### src/rtl/usr_access_reader.sv
// Reads a user-access register across a clock-domain boundary: synchronizes the
// primitive's CFGCLK/DATAVALID, locks on a stable value, decodes a timestamp and serves reads.
module usr_access_reader #(
  parameter int unsigned SYNC_STAGES = 2,
  parameter int unsigned MATCH_COUNT = 3,
  parameter int unsigned TIMEOUT     = 65535
) (
  input  logic        clk,
  input  logic        rstn,
  input  logic        cfgclk,
  input  logic        datavalid,
  input  logic [31:0] data,
  input  logic        clr,
  input  logic        rd_req,
  output logic        rd_ack,
  output logic [31:0] rd_data,
  output logic        valid,
  output logic        err,
  output logic [4:0]  ts_day,
  output logic [3:0]  ts_month,
  output logic [5:0]  ts_year,
  output logic [4:0]  ts_hour,
  output logic [5:0]  ts_min,
  output logic [5:0]  ts_sec
);

  localparam logic [3:0]  MatchTarget   = 4'(MATCH_COUNT);
  localparam logic [19:0] TimeoutTarget = 20'(TIMEOUT);

  typedef enum logic [1:0] {StIdle, StAcq, StLocked, StFault} state_e;

  state_e                 state_q, state_d;
  logic [SYNC_STAGES-1:0] cfg_sync_q, dv_sync_q;
  logic                   cfg_prev_q;
  logic [31:0]            cand_q, cand_d;
  logic [31:0]            capt_q, capt_d;
  logic [3:0]             match_q, match_d;
  logic [19:0]            to_q, to_d;
  logic                   valid_q, valid_d;
  logic                   err_q, err_d;
  logic                   armed_q, rd_ack_q;
  logic [31:0]            rd_data_q;

  logic cfg_s, dv_s, cfg_edge, qual, timeout_hit;
  logic [3:0] match_inc;

  assign cfg_s       = cfg_sync_q[SYNC_STAGES-1];
  assign dv_s        = dv_sync_q[SYNC_STAGES-1];
  assign cfg_edge    = cfg_s & ~cfg_prev_q;
  assign qual        = cfg_edge & dv_s;
  assign timeout_hit = (to_q >= TimeoutTarget);
  assign match_inc   = match_q + 4'd1;

  always_ff @(posedge clk or negedge rstn) begin
    if (!rstn) begin
      cfg_sync_q <= '0;
      dv_sync_q  <= '0;
      cfg_prev_q <= 1'b0;
    end else begin
      cfg_sync_q <= {cfg_sync_q[SYNC_STAGES-2:0], cfgclk};
      dv_sync_q  <= {dv_sync_q[SYNC_STAGES-2:0], datavalid};
      cfg_prev_q <= cfg_s;
    end
  end

  always_comb begin
    state_d = state_q;
    cand_d  = cand_q;
    capt_d  = capt_q;
    match_d = match_q;
    valid_d = valid_q;
    err_d   = err_q;
    if (cfg_edge) begin
      to_d = '0;
    end else begin
      to_d = (to_q == '1) ? to_q : to_q + 20'd1;
    end

    if (clr) begin
      state_d = StIdle;
      cand_d  = '0;
      capt_d  = '0;
      match_d = '0;
      to_d    = '0;
      valid_d = 1'b0;
      err_d   = 1'b0;
    end else begin
      unique case (state_q)
        StIdle: begin
          if (timeout_hit) begin
            state_d = StFault;
            err_d   = 1'b1;
          end else if (qual) begin
            cand_d  = data;
            match_d = 4'd1;
            if (MatchTarget == 4'd1) begin
              state_d = StLocked;
              capt_d  = data;
              valid_d = 1'b1;
            end else begin
              state_d = StAcq;
            end
          end
        end
        StAcq: begin
          if (timeout_hit) begin
            state_d = StFault;
            err_d   = 1'b1;
          end else if (qual) begin
            if (data == cand_q) begin
              match_d = match_inc;
              if (match_inc == MatchTarget) begin
                state_d = StLocked;
                capt_d  = cand_q;
                valid_d = 1'b1;
              end
            end else begin
              cand_d  = data;
              match_d = 4'd1;
            end
          end else if (cfg_edge) begin
            // Edge without DATAVALID means the primitive dropped its data: start over.
            state_d = StIdle;
            match_d = '0;
          end
        end
        StLocked: begin
          if (qual && (data != capt_q)) begin
            err_d = 1'b1;
          end
        end
        StFault: ;
        default: state_d = StIdle;
      endcase
    end
  end

  always_ff @(posedge clk or negedge rstn) begin
    if (!rstn) begin
      state_q <= StIdle;
      cand_q  <= '0;
      capt_q  <= '0;
      match_q <= '0;
      to_q    <= '0;
      valid_q <= 1'b0;
      err_q   <= 1'b0;
    end else begin
      state_q <= state_d;
      cand_q  <= cand_d;
      capt_q  <= capt_d;
      match_q <= match_d;
      to_q    <= to_d;
      valid_q <= valid_d;
      err_q   <= err_d;
    end
  end

  // Handshake is independent of clr so an ack in flight completes with pre-clear data.
  always_ff @(posedge clk or negedge rstn) begin
    if (!rstn) begin
      armed_q   <= 1'b1;
      rd_ack_q  <= 1'b0;
      rd_data_q <= '0;
    end else if (rd_req && armed_q) begin
      armed_q   <= 1'b0;
      rd_ack_q  <= 1'b1;
      rd_data_q <= valid_q ? capt_q : 32'h0;
    end else begin
      rd_ack_q <= 1'b0;
      if (!rd_req) begin
        armed_q <= 1'b1;
      end
    end
  end

  assign rd_ack   = rd_ack_q;
  assign rd_data  = rd_data_q;
  assign valid    = valid_q;
  assign err      = err_q;
  assign ts_day   = valid_q ? capt_q[31:27] : '0;
  assign ts_month = valid_q ? capt_q[26:23] : '0;
  assign ts_year  = valid_q ? capt_q[22:17] : '0;
  assign ts_hour  = valid_q ? capt_q[16:12] : '0;
  assign ts_min   = valid_q ? capt_q[11:6]  : '0;
  assign ts_sec   = valid_q ? capt_q[5:0]   : '0;

endmodule

### config.mk
export PLATFORM = sky130hd
export DESIGN_NAME = usr_access_reader
export DESIGN_NICKNAME = d
export VERILOG_FILES = /design/src/rtl/usr_access_reader.sv
export SDC_FILE = /design/constraint.sdc
export NUM_CORES = 1
export LEC_CHECK = 0
export ABC_AREA = 1
export BUFFER_PORTS_ARGS = -buffer_cell sky130_fd_sc_hd__buf_2
export CAP_MARGIN = 20
export CORE_MARGIN = 5
export CORE_UTILIZATION = 30
export DETAILED_ROUTE_END_ITERATION = 8
export GPL_TIMING_DRIVEN = 0
export SETUP_SLACK_MARGIN = 0.5
export SLEW_MARGIN = 25
export SYNTH_ARGS = -nofsm -noshare
export SYNTH_HDL_FRONTEND = slang
export SYNTH_SLANG_ARGS = --single-unit
### constraint.sdc
create_clock -name clk -period 2.2 [get_ports clk]
set_clock_uncertainty 0.1 [all_clocks]
set_input_delay 0.11 -clock clk [delete_from_list [all_inputs] [get_ports clk]]
set_output_delay 0.11 -clock clk [all_outputs]
set_load 0.01 [all_outputs]
# After elaboration in Yosys (flattened, before gate mapping)
# Index checks and enable logic that the tools add are counted.
[totals] word_cells=108 ff_bits=131 input_bits=38 output_inout_bits=67
[op_classes] n_addsub=2 n_mux=53 n_lt_le_gt_ge=1 n_reduce_logical=15 eq_ne=21 bitwise=3
[op_table] cell="$mux 32" n=13
[op_table] cell="$pmux 32 s2" n=1
[op_table] cell="$mux 20" n=3
[op_table] cell="$eq 32x32->1" n=1
[op_table] cell="$mux 4" n=8
[op_table] cell="$ne 32x32->1" n=1
[op_table] cell="$ne 3x3->1 const B" n=7
[op_table] cell="$add 20x1->20 const B" n=1
[op_table] cell="$eq 20x20->1 const B" n=1
[op_table] cell="$ge 20x16->1 const B" n=1
[op_table] cell="$mux 6" n=3
[op_table] cell="$mux 2" n=8
[op_table] cell="$ne 5x5->1 const B" n=3
[op_table] cell="$reduce_and 5->1" n=3
[op_table] cell="$mux 1" n=12
[op_table] cell="$mux 5" n=2
[op_table] cell="$ne 4x4->1 const B" n=2
[op_table] cell="$pmux 4 s2" n=1
[op_table] cell="$reduce_bool 2->1" n=4
[op_table] cell="$reduce_and 6->1" n=1
[op_table] cell="$reduce_bool 3->1" n=2
[op_table] cell="$add 4x1->4 const B" n=1
[op_table] cell="$eq 4x2->1 const B" n=1
[op_table] cell="$pmux 2 s2" n=1
[op_table] cell="12 further kinds" n=14

# Depth between registers and ports, before layout
[logic_depth] word_depth=8 ltp_mapped=14 mapped_depth_nobuf=13

# Worst setup path before layout
# No wires, ideal clock.
[synth_timing] path_kind="register to register" startpoint="register to_q[0]" endpoint="register capt_q[29]" n_path_buf=1 t_required_ns=2.034 setup_ns=0.066 t_arrival_ns=1.719 period_less_slack_ns=1.885 setup_slack_ns=0.315 stages_incl_launch_ff=14 cell_sequence="dfrtp_1 -> ha_1 -> nand3_1 -> inv_2 -> nand2_2 -> nor2_4 -> nand2_2 -> nand2_4 -> nor2_4 -> nand4_4 -> nor2_4 -> buf_6 -> nand2_1 -> nand2_1"
[synth_between] elab_chain_len=3
[synth_lines] item="start, declared" line="38" rtl="logic [19:0] to_q, to_d;"
[synth_lines] item="start signal, assigned" line="152" rtl="to_q <= to_d;"
[synth_lines] item="$ge 20x16->1" line="51" rtl="assign timeout_hit = (to_q >= TimeoutTarget);"
[synth_lines] item="$ne 2x2->1 (no line)"
[synth_lines] item="$reduce_and 5->1 (no line)"
[synth_lines] item="end signal, assigned" line="150" rtl="capt_q <= capt_d;"
[synth_lines] item="end, declared" line="36" rtl="logic [31:0] capt_q, capt_d;"
# Every way passes these cells.
# A chain may end at the register's enable or synchronous reset.

# Worst setup path after layout
[layout_timing] startpoint="register to_q[0]" endpoint="register capt_q[11]"
# The elaborated chain is that of the path after synthesis.

==> insert_results.sql <==
INSERT INTO impl_metrics (metric_group, metric, value, unit) VALUES
('placement', 'dp_hpwl', '14600', 'microns'),
('sta', 'finalCriticalPeriod', '2030', 'ps'),
('synthesis', 'synth-warning-count', '0', ''),
('sta', 'hold_viol_final', '0', ''),
('synthesis', 'postSynth.topFlopCell', 'sky130_fd_sc_hd__dfrtp_1', ''),
('synthesis', 'synth_nets', '928', ''),
('global_route', 'grt_pass1_vias', '6650', ''),
('global_route', 'groute.layer.met1.usage', '20.3', '%'),
('layout', 'layout.cells.most_common', 'sky130_fd_sc_hd__nand2_1', ''),
('layout', 'final_design_area_no_fill', '9690', 'sq um'),
('pwr', 'internal_power', '4.43', 'mW'),
('sta', 'final-max-slew-violation-count', '0', ''),
('drt', 'wirelength', '21300', 'microns'),
('synthesis', 'yosys.area.top_type', 'sky130_fd_sc_hd__dfrtp_1', ''),
('drt', 'drt_first_pass_iters', '5', ''),
('drt', 'route.detailed.vias_per_inst', '4.70', ''),
('floorplanning', 'core.rowCount', '55', ''),
('critical_path', 'critPathKind', 'register to register', ''),
('cts', 'cts.clk_slew.worst_paths', '60', 'ps'),
('drt', 'drcViolationCount', '0', ''),
('floorplanning', 'design.die.area', '26100', 'sq um'),
('layout', 'drive_above_1_share', '30.1', '%'),
('cts', 'max_clock_buf_depth', '2', ''),
('synthesis', 'netlist_area', '6900', 'sq um'),
('global_route', 'grt-ovfl-total', '0', ''),
('cts', 'ctsRootBufferMaster', 'sky130_fd_sc_hd__clkbuf_16', ''),
('sta', 'slew_headroom', '58.1', '%'),
('synthesis', 'fraction_of_synthesized_cell_area_taken_by_the_top_area_cell_type', '47.2', '%'),
('cts', 'cts_sinks', '131', ''),
('critical_path', 'cp-startpoint', 'to_q[0]$_DFFE_PN0P_', ''),
('sta', 'tightestPinTransition', '628', 'ps'),
('drt', 'wire_per_inst', '15.3', 'microns'),
('sta', 'final_min_period_over_clock_period', '92.2', '%'),
('global_route', 'grt_start_max_net_pins', '83', ''),
('synthesis', 'number_of_enable_flip_flop_cells_after_synthesis', '0', ''),
('synthesis', 'syn-instance-count', '887', ''),
('sta', 'setup_violations', '0', ''),
('floorplanning', 'initial_utilization', '30.5', '%'),
('drt', 'route.vias.total', '6522', ''),
('critical_path', 'worstSetupStartpointType', 'register', ''),
('pwr', 'share_seq_of_total_power', '41.9', '%'),
('layout', 'area_growth_syn_to_layout', '40.4', '%'),
('critical_path', 'rr_endpoint', 'capt_q[11]$_DFFE_PN0P_', ''),
('cts', 'cts.htree.levels', '4', ''),
('floorplanning', 'die_height', '162', 'microns'),
('worst_hold_path', 'hold_path.class', 'primary input to register', ''),
('pwr', 'pwr-share-clk', '45.1', '%'),
('global_route', 'grt_usage', '16.3', '%'),
('synthesis', 'share_of_synthesized_registers_carrying_an_async_set_or_reset', '100', '%'),
('run_status', 'status', 'completed', ''),
('layout', 'core_utilization_of_the_finished_layout', '42.8', '%'),
('critical_path', 'endpoint', 'capt_q[11]$_DFFE_PN0P_', ''),
('placement', 'gp_routability_congestion', '0.834', ''),
('global_route', 'met3_use_gr', '4.01', '%'),
('pwr', 'powerDensity', '636', 'nW/um^2'),
('global_route', 'antenna_found_initial', '3', ''),
('global_route', 'use_met2', '28.1', '%'),
('cts', 'cts_tree', 'yes', ''),
('pwr', 'power.switching_fraction', '28.1', '%'),
('critical_path', 'critPathArrivalTime', '2290', 'ps'),
('synthesis', 'ys_seq_elements', '131', ''),
('critical_path', 'reg2reg_slack', '170', 'ps'),
('critical_path', 'cp_data_required_time', '2460', 'ps'),
('global_route', 'grt-busiest-layer', 'met2', ''),
('pwr', 'share_comb_of_total_power', '13.0', '%'),
('sta', 'maximum_frequency_from_static_timing_analysis', '0.493', 'GHz'),
('synthesis', 'post_synth_num_cell_types', '35', ''),
('layout', 'nNetsFinal', '1131', ''),
('sta', 'grt_setup_unrepaired', 'yes', ''),
('pwr', 'design_power_total', '6.16', 'mW'),
('placement', 'place.port_buffers', '103', '');
[power groups by stage]
stage,registers (mW),clock network (mW),logic [mW]
after floorplan,2.60,0,0.392
after global placement,2.61,0,0.600
after detailed placement,2.61,0,0.616
after CTS,2.57,2.83,0.750
after global routing,2.59,2.93,0.889
final,2.58,2.78,0.801
[final cells by class]
cell class	instances	area (sq um)
diodes	1	2.50
plain buffers	38	312
clock buffers	19	443
clock inverters	13	125
fillers	2201	13000
inverters	106	403
multi-input cells	612	3440
flip-flops and latches	131	3280
well taps	285	357
repair buffers	184	1320
[per-stage QoR]
stage / cells / TNS (ps) / setup WS (ps) / hold slack, ps
final: 1389 / 0 / 171 / 15.6
after global routing: 1389 / 0 / 82.9 / 37.2
after CTS: 1374 / 0 / 224 / 6.60
after detailed placement: 1276 / 0 / 45.5 / -47.7
after global placement: 1275 / -139630 / -1090 / 119
after floorplan: 887 / 0 / 357 / -286
[cell usage after synthesis (2+ instances only)]
master,count
sky130_fd_sc_hd__a21oi_1,14
sky130_fd_sc_hd__nor3_1,6
sky130_fd_sc_hd__buf_6,6
sky130_fd_sc_hd__nand3_2,2
sky130_fd_sc_hd__xor2_1,2
sky130_fd_sc_hd__o21ai_0,53
sky130_fd_sc_hd__nand4_1,46
sky130_fd_sc_hd__ha_1,3
sky130_fd_sc_hd__nor2_1,71
sky130_fd_sc_hd__a211oi_1,2
sky130_fd_sc_hd__dfrtp_1,130
sky130_fd_sc_hd__or2_2,3
sky130_fd_sc_hd__nand3_1,46
sky130_fd_sc_hd__nor2_4,3
sky130_fd_sc_hd__inv_2,5
sky130_fd_sc_hd__nand2_2,3
sky130_fd_sc_hd__nand2_1,287
sky130_fd_sc_hd__clkbuf_1,23
sky130_fd_sc_hd__nor4_1,2
sky130_fd_sc_hd__a31oi_1,4
sky130_fd_sc_hd__buf_2,9
sky130_fd_sc_hd__inv_1,101
sky130_fd_sc_hd__xnor2_1,54
[state kept, by name (all words and copies together), names as in the netlist, 2 cells and up]
name and flops:
to_q 20, cand_q 32, dv_sync_q 2, capt_q 32, rd_data 32, state_q 2, cfg_sync_q 2, match_q 4
[critical path, cell delays in order, from the launching register on]
cell and delay (ps):
sky130_fd_sc_hd__dfrtp_1 400, sky130_fd_sc_hd__ha_2 210, sky130_fd_sc_hd__nand3_2 80, sky130_fd_sc_hd__inv_2 60, sky130_fd_sc_hd__nand2_4 70, sky130_fd_sc_hd__nor2_4 50, sky130_fd_sc_hd__nand2_4 90, sky130_fd_sc_hd__nand2_8 80
sky130_fd_sc_hd__nor2_4 140, sky130_fd_sc_hd__nand4_4 130, sky130_fd_sc_hd__nor2_4 130, sky130_fd_sc_hd__buf_12 160, sky130_fd_sc_hd__buf_8 140, sky130_fd_sc_hd__nand2_2 50, sky130_fd_sc_hd__nand2_1 50
[how the worst min path moves through the flow]
stage | startpoint | to | slack, ps | depth (start not counted)
final | data[1] | cand_q[1]$_DFFE_PN0P_ | 20 | 5
after global routing | data[6] | cand_q[6]$_DFFE_PN0P_ | 40 | 5
after CTS | data[6] | cand_q[6]$_DFFE_PN0P_ | 7 | 5
after detailed placement | rstn | cand_q[14]$_DFFE_PN0P_ | -50 | 1
after global placement | datavalid | dv_sync_q[0]$_DFF_PN0_ | 120 | 1
after floorplan | rstn | cand_q[0]$_DFFE_PN0P_ | -290 | 0
[routing by layer]
| layer | vias up | routed length, microns |
|---|---|---|
| li1 | 3224 | - |
| met1 | 3067 | 9350 |
| met2 | 184 | 10300 |
| met3 | 43 | 1100 |
| met4 | 4 | 441 |
| met5 | - | 26 |
[cell families (layout without fill, tap and decap cells)]
group	after synthesis	count (layout)	share of synthesized area, %
simple gates	475	475	30.2
buf+inv	144	360	8.65
flops	131	131	47.5
compound gates	78	78	6.00
xor+xnor	56	56	7.11
fa+ha+maj	3	3	0.544
other cells	0	1	0
[timing repair]
| item | CTS | global route |
|---|---|---|
| gates resized for setup | 108 | 79 |
| setup endpoints to repair | 118 | 125 |
| hold endpoints to repair | 164 | 0 |
| hold buffers | 34 | 0 |
| gates cloned | 5 | 0 |
| pin swaps | 17 | 22 |
| setup buffers | 27 | 14 |
(Power assumes the default switching activity.)
